### config.mk
export PLATFORM = sky130hd
export DESIGN_NAME = mem_responder_flat
export DESIGN_NICKNAME = d
export VERILOG_FILES = /design/src/rtl/mem_responder_pkg.sv /design/src/rtl/mem_responder_if.sv /design/src/rtl/mem_responder_wait_timer.sv /design/src/rtl/mem_responder.sv /design/src/flat_wrapper.sv
export SDC_FILE = /design/constraint.sdc
export NUM_CORES = 1
export LEC_CHECK = 0
export CAP_MARGIN = 20
export CORE_ASPECT_RATIO = 1.4
export CORE_MARGIN = 3
export CORE_UTILIZATION = 45
export DETAILED_ROUTE_END_ITERATION = 8
export GPL_ROUTABILITY_DRIVEN = 0
export GPL_TIMING_DRIVEN = 0
export PLACE_DENSITY = 0.93
export SYNTH_ARGS = -nofsm -noshare
export SYNTH_HDL_FRONTEND = slang
export SYNTH_HIERARCHICAL = 1
export SYNTH_SLANG_ARGS = --single-unit
### constraint.sdc
create_clock -name Clk -period 5 [get_ports Clk]
set_clock_uncertainty 0.1 [all_clocks]
set_input_delay 1 -clock Clk [delete_from_list [all_inputs] [get_ports Clk]]
set_output_delay 1 -clock Clk [all_outputs]
set_load 0.01 [all_outputs]
### src/rtl/mem_responder_pkg.sv
// Shared definitions for the memory-side responder.
//   memState_t     : responder FSM states
//   MEM_DIR_*      : MemDir encoding (1 = read from SRAM, 0 = write to SRAM)
//   WAIT_MAX       : largest legal WAIT_STATES value
//   COUNT_W        : width of the wait-state counter
package mem_pkg;

   typedef enum logic [2:0] {
      IDLE,
      SETUP,
      STROBE,
      HOLD,
      ACK
   } memState_t;

   localparam logic MEM_DIR_READ  = 1'b1;
   localparam logic MEM_DIR_WRITE = 1'b0;
   localparam int   WAIT_MAX      = 15;
   localparam int   COUNT_W       = 4;

endpackage

### src/rtl/mem_responder_if.sv
// MEMDATA-side request/ready handshake between the memory bridge and the
// responder.
//   MemReq/MemDir/MemAddr/MemData_In     : driven by the initiator (master)
//   MemData_Out/MemData_OE/MemReady/MemBusy : driven by the responder (slave)
interface mem_responder_if;

   logic        MemReq;
   logic        MemDir;
   logic [15:0] MemAddr;
   logic [7:0]  MemData_In;
   logic [7:0]  MemData_Out;
   logic        MemData_OE;
   logic        MemReady;
   logic        MemBusy;

   modport master (
      output MemReq, MemDir, MemAddr, MemData_In,
      input  MemData_Out, MemData_OE, MemReady, MemBusy
   );

   modport slave (
      input  MemReq, MemDir, MemAddr, MemData_In,
      output MemData_Out, MemData_OE, MemReady, MemBusy
   );

endinterface

### src/rtl/mem_responder_wait_timer.sv
// Loadable 4-bit down-counter that times the SRAM strobe phase.
//   clk, reset : clock and synchronous active-high reset
//   load       : load loadValue (has priority over dec)
//   loadValue  : wait-state count to load
//   dec        : decrement by one; holds at zero instead of wrapping
//   isZero     : count is zero
module mem_wait_timer
   import mem_pkg::*;
(
   input  logic               clk,
   input  logic               reset,
   input  logic               load,
   input  logic [COUNT_W-1:0] loadValue,
   input  logic               dec,
   output logic               isZero
);

   logic [COUNT_W-1:0] count;

   always_ff @(posedge clk) begin
      if (reset) begin
         count <= '0;
      end else if (load) begin
         count <= loadValue;
      end else if (dec && (count != '0)) begin
         count <= count - 1'b1;
      end
   end

   assign isZero = (count == '0);

endmodule

### src/rtl/mem_responder.sv
// Memory-side responder: converts the four-phase MemReq/MemReady handshake
// into sequenced asynchronous SRAM strobes with WAIT_STATES extra strobe
// cycles, and returns read data toward MEMDATA.
//   Clk, Reset   : clock, synchronous active-high reset
//   memBus       : MEMDATA-side handshake (slave modport)
//   SramAddr     : latched SRAM address
//   SramData_In  : SRAM data pins, read side
//   SramData_Out : latched SRAM write data
//   SramData_OE  : SRAM data driver enable (write cycles only)
//   Sram_CE_n, Sram_OE_n, Sram_WE_n : active-low SRAM strobes
module mem_responder
   import mem_pkg::*;
#(
   parameter int WAIT_STATES = 1
)
(
   input  logic             Clk,
   input  logic             Reset,
   mem_responder_if.slave   memBus,
   output logic [15:0]      SramAddr,
   input  logic [7:0]       SramData_In,
   output logic [7:0]       SramData_Out,
   output logic             SramData_OE,
   output logic             Sram_CE_n,
   output logic             Sram_OE_n,
   output logic             Sram_WE_n
);

   if ((WAIT_STATES < 0) || (WAIT_STATES > WAIT_MAX)) begin : gBadWaitStates
      $error("mem_responder: WAIT_STATES must be in 0..15");
   end

   localparam logic [COUNT_W-1:0] WAIT_LOAD = COUNT_W'(WAIT_STATES);

   memState_t  state;
   memState_t  nextState;
   logic       dirLatch;
   logic [7:0] readLatch;
   logic       timerLoad;
   logic       timerDec;
   logic       timerZero;
   logic       isRead;
   logic       sramActive;

   mem_wait_timer waitTimer (
      .clk       (Clk),
      .reset     (Reset),
      .load      (timerLoad),
      .loadValue (WAIT_LOAD),
      .dec       (timerDec),
      .isZero    (timerZero)
   );

   always_ff @(posedge Clk) begin
      if (Reset) begin
         state <= IDLE;
      end else begin
         state <= nextState;
      end
   end

   // Request fields are captured only on acceptance, so initiator changes
   // later in the cycle cannot disturb the SRAM side.
   always_ff @(posedge Clk) begin
      if (Reset) begin
         dirLatch     <= MEM_DIR_WRITE;
         SramAddr     <= '0;
         SramData_Out <= '0;
         readLatch    <= '0;
      end else begin
         if ((state == IDLE) && memBus.MemReq) begin
            dirLatch     <= memBus.MemDir;
            SramAddr     <= memBus.MemAddr;
            SramData_Out <= memBus.MemData_In;
         end
         // Sample on the last strobe edge while Sram_OE_n is still low.
         if ((state == STROBE) && timerZero && (dirLatch == MEM_DIR_READ)) begin
            readLatch <= SramData_In;
         end
      end
   end

   always_comb begin
      nextState          = state;
      timerLoad          = 1'b0;
      timerDec           = 1'b0;
      isRead             = (dirLatch == MEM_DIR_READ);
      sramActive         = 1'b0;
      Sram_CE_n          = 1'b1;
      Sram_OE_n          = 1'b1;
      Sram_WE_n          = 1'b1;
      SramData_OE        = 1'b0;
      memBus.MemReady    = 1'b0;
      memBus.MemBusy     = 1'b1;
      memBus.MemData_OE  = 1'b0;
      memBus.MemData_Out = readLatch;

      unique case (state)
         IDLE: begin
            memBus.MemBusy = 1'b0;
            if (memBus.MemReq) begin
               nextState = SETUP;
            end
         end
         SETUP: begin
            sramActive = 1'b1;
            timerLoad  = 1'b1;
            nextState  = STROBE;
         end
         STROBE: begin
            sramActive = 1'b1;
            timerDec   = 1'b1;
            Sram_OE_n  = !isRead;
            Sram_WE_n  = isRead;
            if (timerZero) begin
               nextState = HOLD;
            end
         end
         HOLD: begin
            sramActive = 1'b1;
            nextState  = ACK;
         end
         ACK: begin
            memBus.MemReady   = 1'b1;
            memBus.MemData_OE = isRead;
            if (!memBus.MemReq) begin
               nextState = IDLE;
            end
         end
         default: begin
            nextState = IDLE;
         end
      endcase

      if (sramActive) begin
         Sram_CE_n   = 1'b0;
         SramData_OE = !isRead;
      end
   end

endmodule

### src/flat_wrapper.sv
// flat-port wrapper written by rule: the top's interface ports become plain ports
module mem_responder_flat import mem_pkg::*;
#(
   parameter int WAIT_STATES = 1
)
  (Clk, Reset, SramAddr, SramData_In, SramData_Out, SramData_OE, Sram_CE_n, Sram_OE_n, Sram_WE_n, memBus_MemReq, memBus_MemDir, memBus_MemAddr, memBus_MemData_In, memBus_MemData_Out, memBus_MemData_OE, memBus_MemReady, memBus_MemBusy);
  mem_responder_if memBus_i ();
  input  logic Clk;
  input  logic Reset;
  output logic [15:0] SramAddr;
  input  logic [7:0] SramData_In;
  output logic [7:0] SramData_Out;
  output logic SramData_OE;
  output logic Sram_CE_n;
  output logic Sram_OE_n;
  output logic Sram_WE_n;
  input wire logic [$bits(memBus_i.MemReq)-1:0] memBus_MemReq;
  input wire logic [$bits(memBus_i.MemDir)-1:0] memBus_MemDir;
  input wire logic [$bits(memBus_i.MemAddr)-1:0] memBus_MemAddr;
  input wire logic [$bits(memBus_i.MemData_In)-1:0] memBus_MemData_In;
  output wire logic [$bits(memBus_i.MemData_Out)-1:0] memBus_MemData_Out;
  output wire logic [$bits(memBus_i.MemData_OE)-1:0] memBus_MemData_OE;
  output wire logic [$bits(memBus_i.MemReady)-1:0] memBus_MemReady;
  output wire logic [$bits(memBus_i.MemBusy)-1:0] memBus_MemBusy;
  assign memBus_i.MemReq = memBus_MemReq;
  assign memBus_i.MemDir = memBus_MemDir;
  assign memBus_i.MemAddr = memBus_MemAddr;
  assign memBus_i.MemData_In = memBus_MemData_In;
  assign memBus_MemData_Out = memBus_i.MemData_Out;
  assign memBus_MemData_OE = memBus_i.MemData_OE;
  assign memBus_MemReady = memBus_i.MemReady;
  assign memBus_MemBusy = memBus_i.MemBusy;
  mem_responder #(.WAIT_STATES(WAIT_STATES)) u_core (.Clk(Clk), .Reset(Reset), .memBus(memBus_i), .SramAddr(SramAddr), .SramData_In(SramData_In), .SramData_Out(SramData_Out), .SramData_OE(SramData_OE), .Sram_CE_n(Sram_CE_n), .Sram_OE_n(Sram_OE_n), .Sram_WE_n(Sram_WE_n));
endmodule
==> flow_summary.json <==
{
  "dieArea_sq_mm": 0.00463,
  "arrival_ps": 2010,
  "regToRegStartpoint": "u_core/state[1]$_SDFFE_PP0P_",
  "cp.required_ps": 3900,
  "antenna_found_initial": 0,
  "tightest_slew_ps": 693,
  "layout_common_cells": "clkdlybuf4s50_1, nand2_1, dfxtp_1",
  "vias": 1605,
  "drv_cap": 0,
  "rr_endpoint": "u_core/waitTimer/count[3]$_SDFFE_PP0P_",
  "h-tree-depth": 2,
  "clk_path_buf_depth": 2,
  "cts_tree": "yes",
  "rsz0062_at_grt": "no",
  "cts_setup_buffers": 0,
  "synth_ff_type": "dfxtp_1",
  "synthCells": 198,
  "die_x_um": 58.4,
  "drtAntennaViolNets": 0,
  "async_flop_share_pct": 0,
  "worst-r2r-setup-slack_ps": 3030,
  "cts_made_buffers": 5,
  "drive_gt1_share_pct": 8.16,
  "synth_cell_types": 34,
  "dp_hpwl_um": 3070,
  "synth_seq_area_share_pct": 46.3,
  "vias_per_cell": 4.95,
  "die_h_um": 79.3,
  "hp-start": "u_core/SramAddr[7]$_SDFFE_PP0P_",
  "cp-end-kind": "output port",
  "avgSynthCellArea_sq_um": 8.73,
  "syn_to_final_growth_pct": 52.7,
  "crit_end": "Sram_OE_n",
  "io_buffer_count": 74,
  "clock-sinks": 40,
  "overflow": 0,
  "grt_max_degree": 15,
  "n_fill_cell": 293,
  "layout.nets": 318,
  "drc": 0,
  "cts_hold_repair.buffers": 0,
  "startpoint": "u_core/state[1]$_SDFFE_PP0P_",
  "grt_pass1_wl_um": 7050,
  "critPathLaunchType": "flop",
  "cp_max_fo": 10,
  "rr_worst_depth": 5,
  "fin_setup_tns_ps": 0,
  "yosys_warnings": 6,
  "instances_no_fill": 324,
  "hold_depth": 2,
  "finalCritPeriodShare_pct": 62.3,
  "synth_enable_flop_cells": 0,
  "cts-resized-gates": 0,
  "clkLatencyLatePin_ps": 290,
  "ios": 75,
  "clk_pin_slew_ps": 80,
  "drt-wirelength-per-cell_um": 12.9,
  "worstSetupPathType": "reg -> out",
  "clock-root-buffer": "clkbuf_8",
  "fmax_mhz": 321,
  "drtIter0Drc": 36,
  "synth.ff_latch_count": 40,
  "fin_crit_ps": 3110,
  "hold_path_class": "reg -> reg",
  "initial_core_util_pct": 47.0,
  "core_area_sq_mm": 0.00368,
  "grt_pass1_vias": 1601,
  "numPlacedInstances": 316,
  "drt-pass1-iter-count": 4,
  "final_core_util_pct": 71.9,
  "hold_slack_ps": 355,
  "slew_viol_final": 0,
  "wl_um": 4170,
  "final-setup-viol-count": 0,
  "vdd_drop_max_mv": 0.296,
  "power_density_mw_per_mm2": 329,
  "final_common_cell": "clkdlybuf4s50_1",
  "p_leak_nw": 0.970,
  "syn_area_sq_mm": 0.00173,
  "maxSlewHeadroom_pct": 53.6,
  "status": "finished clean",
  "total_power_w": 0.000868,
  "n_antenna_cell": 0,
  "grt_use_total_pct": 19.5,
  "final-hold-violation-count": 0,
  "rows": 26
}
## routing by layer
layer | vias to the layer above | GRT usage [%] | part of all wire [%]
li1 | 815 | - | -
met1 | 730 | 21.4 | 39
met2 | 53 | 32.8 | 51
met3 | 7 | 7.97 | 8.2
met4 | 0 | 7.66 | 1.7
met5 | - | 0 | 0
## Yosys cell counts (all sizes together), types with 2 or more instances
cell type | count | area share [%]
a21oi | 26 | 7.5
a311oi | 2 | 1.0
buf | 9 | 4.6
clkbuf | 4 | 0.87
conb | 2 | 0.43
dfxtp | 40 | 46
inv | 4 | 0.87
mux2i | 10 | 5.8
nand2 | 55 | 12
nand2b | 17 | 6.2
nor2 | 6 | 1.3
nor3 | 2 | 0.58
nor3b | 3 | 1.6
nor4b | 2 | 2.2
## critical path, cell delays in order, from the launching register on
cell and delay (ps):
dfxtp_1 330, buf_6 140, nor3b_2 590, nand2_1 130, clkdlybuf4s50_1 520
## stage by stage
| step | cell area [sq um] | setup slack [ps] |
|---|---|---|
| 2_1_floorplan | 1740 | 2800 |
| 3_3_place_gp | 2530 | 2080 |
| 3_5_place_dp | 2530 | 2000 |
| 4_1_cts | 2640 | 1880 |
| 5_1_grt | 2640 | 1760 |
| 6_report | 2640 | 1890 |
## sequential cells by signal (all words and copies together) (netlist names)
register / flops
u_core/SramAddr: 16
u_core/SramData_Out: 8
u_core/memBus.MemData_Out: 8
u_core/waitTimer/count: 4
u_core/state: 3
u_core/dirLatch: 1
## layout make-up
cell class	instances	area, sq um	area share (%)
Multi-Input combinational cell	143	827	31.3
Sequential cell	40	801	30.3
Timing Repair Buffer	74	741	28.0
Buffer	13	93.8	3.55
Clock buffer	5	68.8	2.61
Tap cell	42	52.6	1.99
Clock inverter	3	42.5	1.61
Inverter	4	15.0	0.568
## cells by family (layout without fill, tap and decap cells)
kind of cell | count (synthesis) | after routing | share of synthesized area (%)
and+or+nand+nor | 94 | 94 | 27.9
AOI/OAI and AO/OA | 33 | 33 | 12.0
xor gates and xnor gates | 1 | 1 | 0.507
adders and majority gates | 1 | 1 | 0.723
buffers and inverters | 17 | 99 | 6.29
muxes | 10 | 10 | 5.79
other | 2 | 4 | 0.434
DFF | 40 | 40 | 46.3
## power by group
part,total (W),leakage [nW],internal [W],switching [W]
registers,0.000364,0.327,0.000347,0.0000166
logic,0.000244,0.589,0.000129,0.000114
clock network,0.000260,0.0541,0.000148,0.000113
## worst min path at each step
stage | to | slack, ps
2_1_floorplan | u_core/dirLatch$_SDFFE_PP0P_ | 370
3_3_place_gp | u_core/SramData_Out[0]$_SDFFE_PP0P_ | 340
3_5_place_dp | u_core/SramAddr[7]$_SDFFE_PP0P_ | 350
4_1_cts | u_core/SramAddr[7]$_SDFFE_PP0P_ | 360
5_1_grt | u_core/SramData_Out[4]$_SDFFE_PP0P_ | 370
6_report | u_core/SramAddr[7]$_SDFFE_PP0P_ | 350
Power figures use the tool's default switching activity.
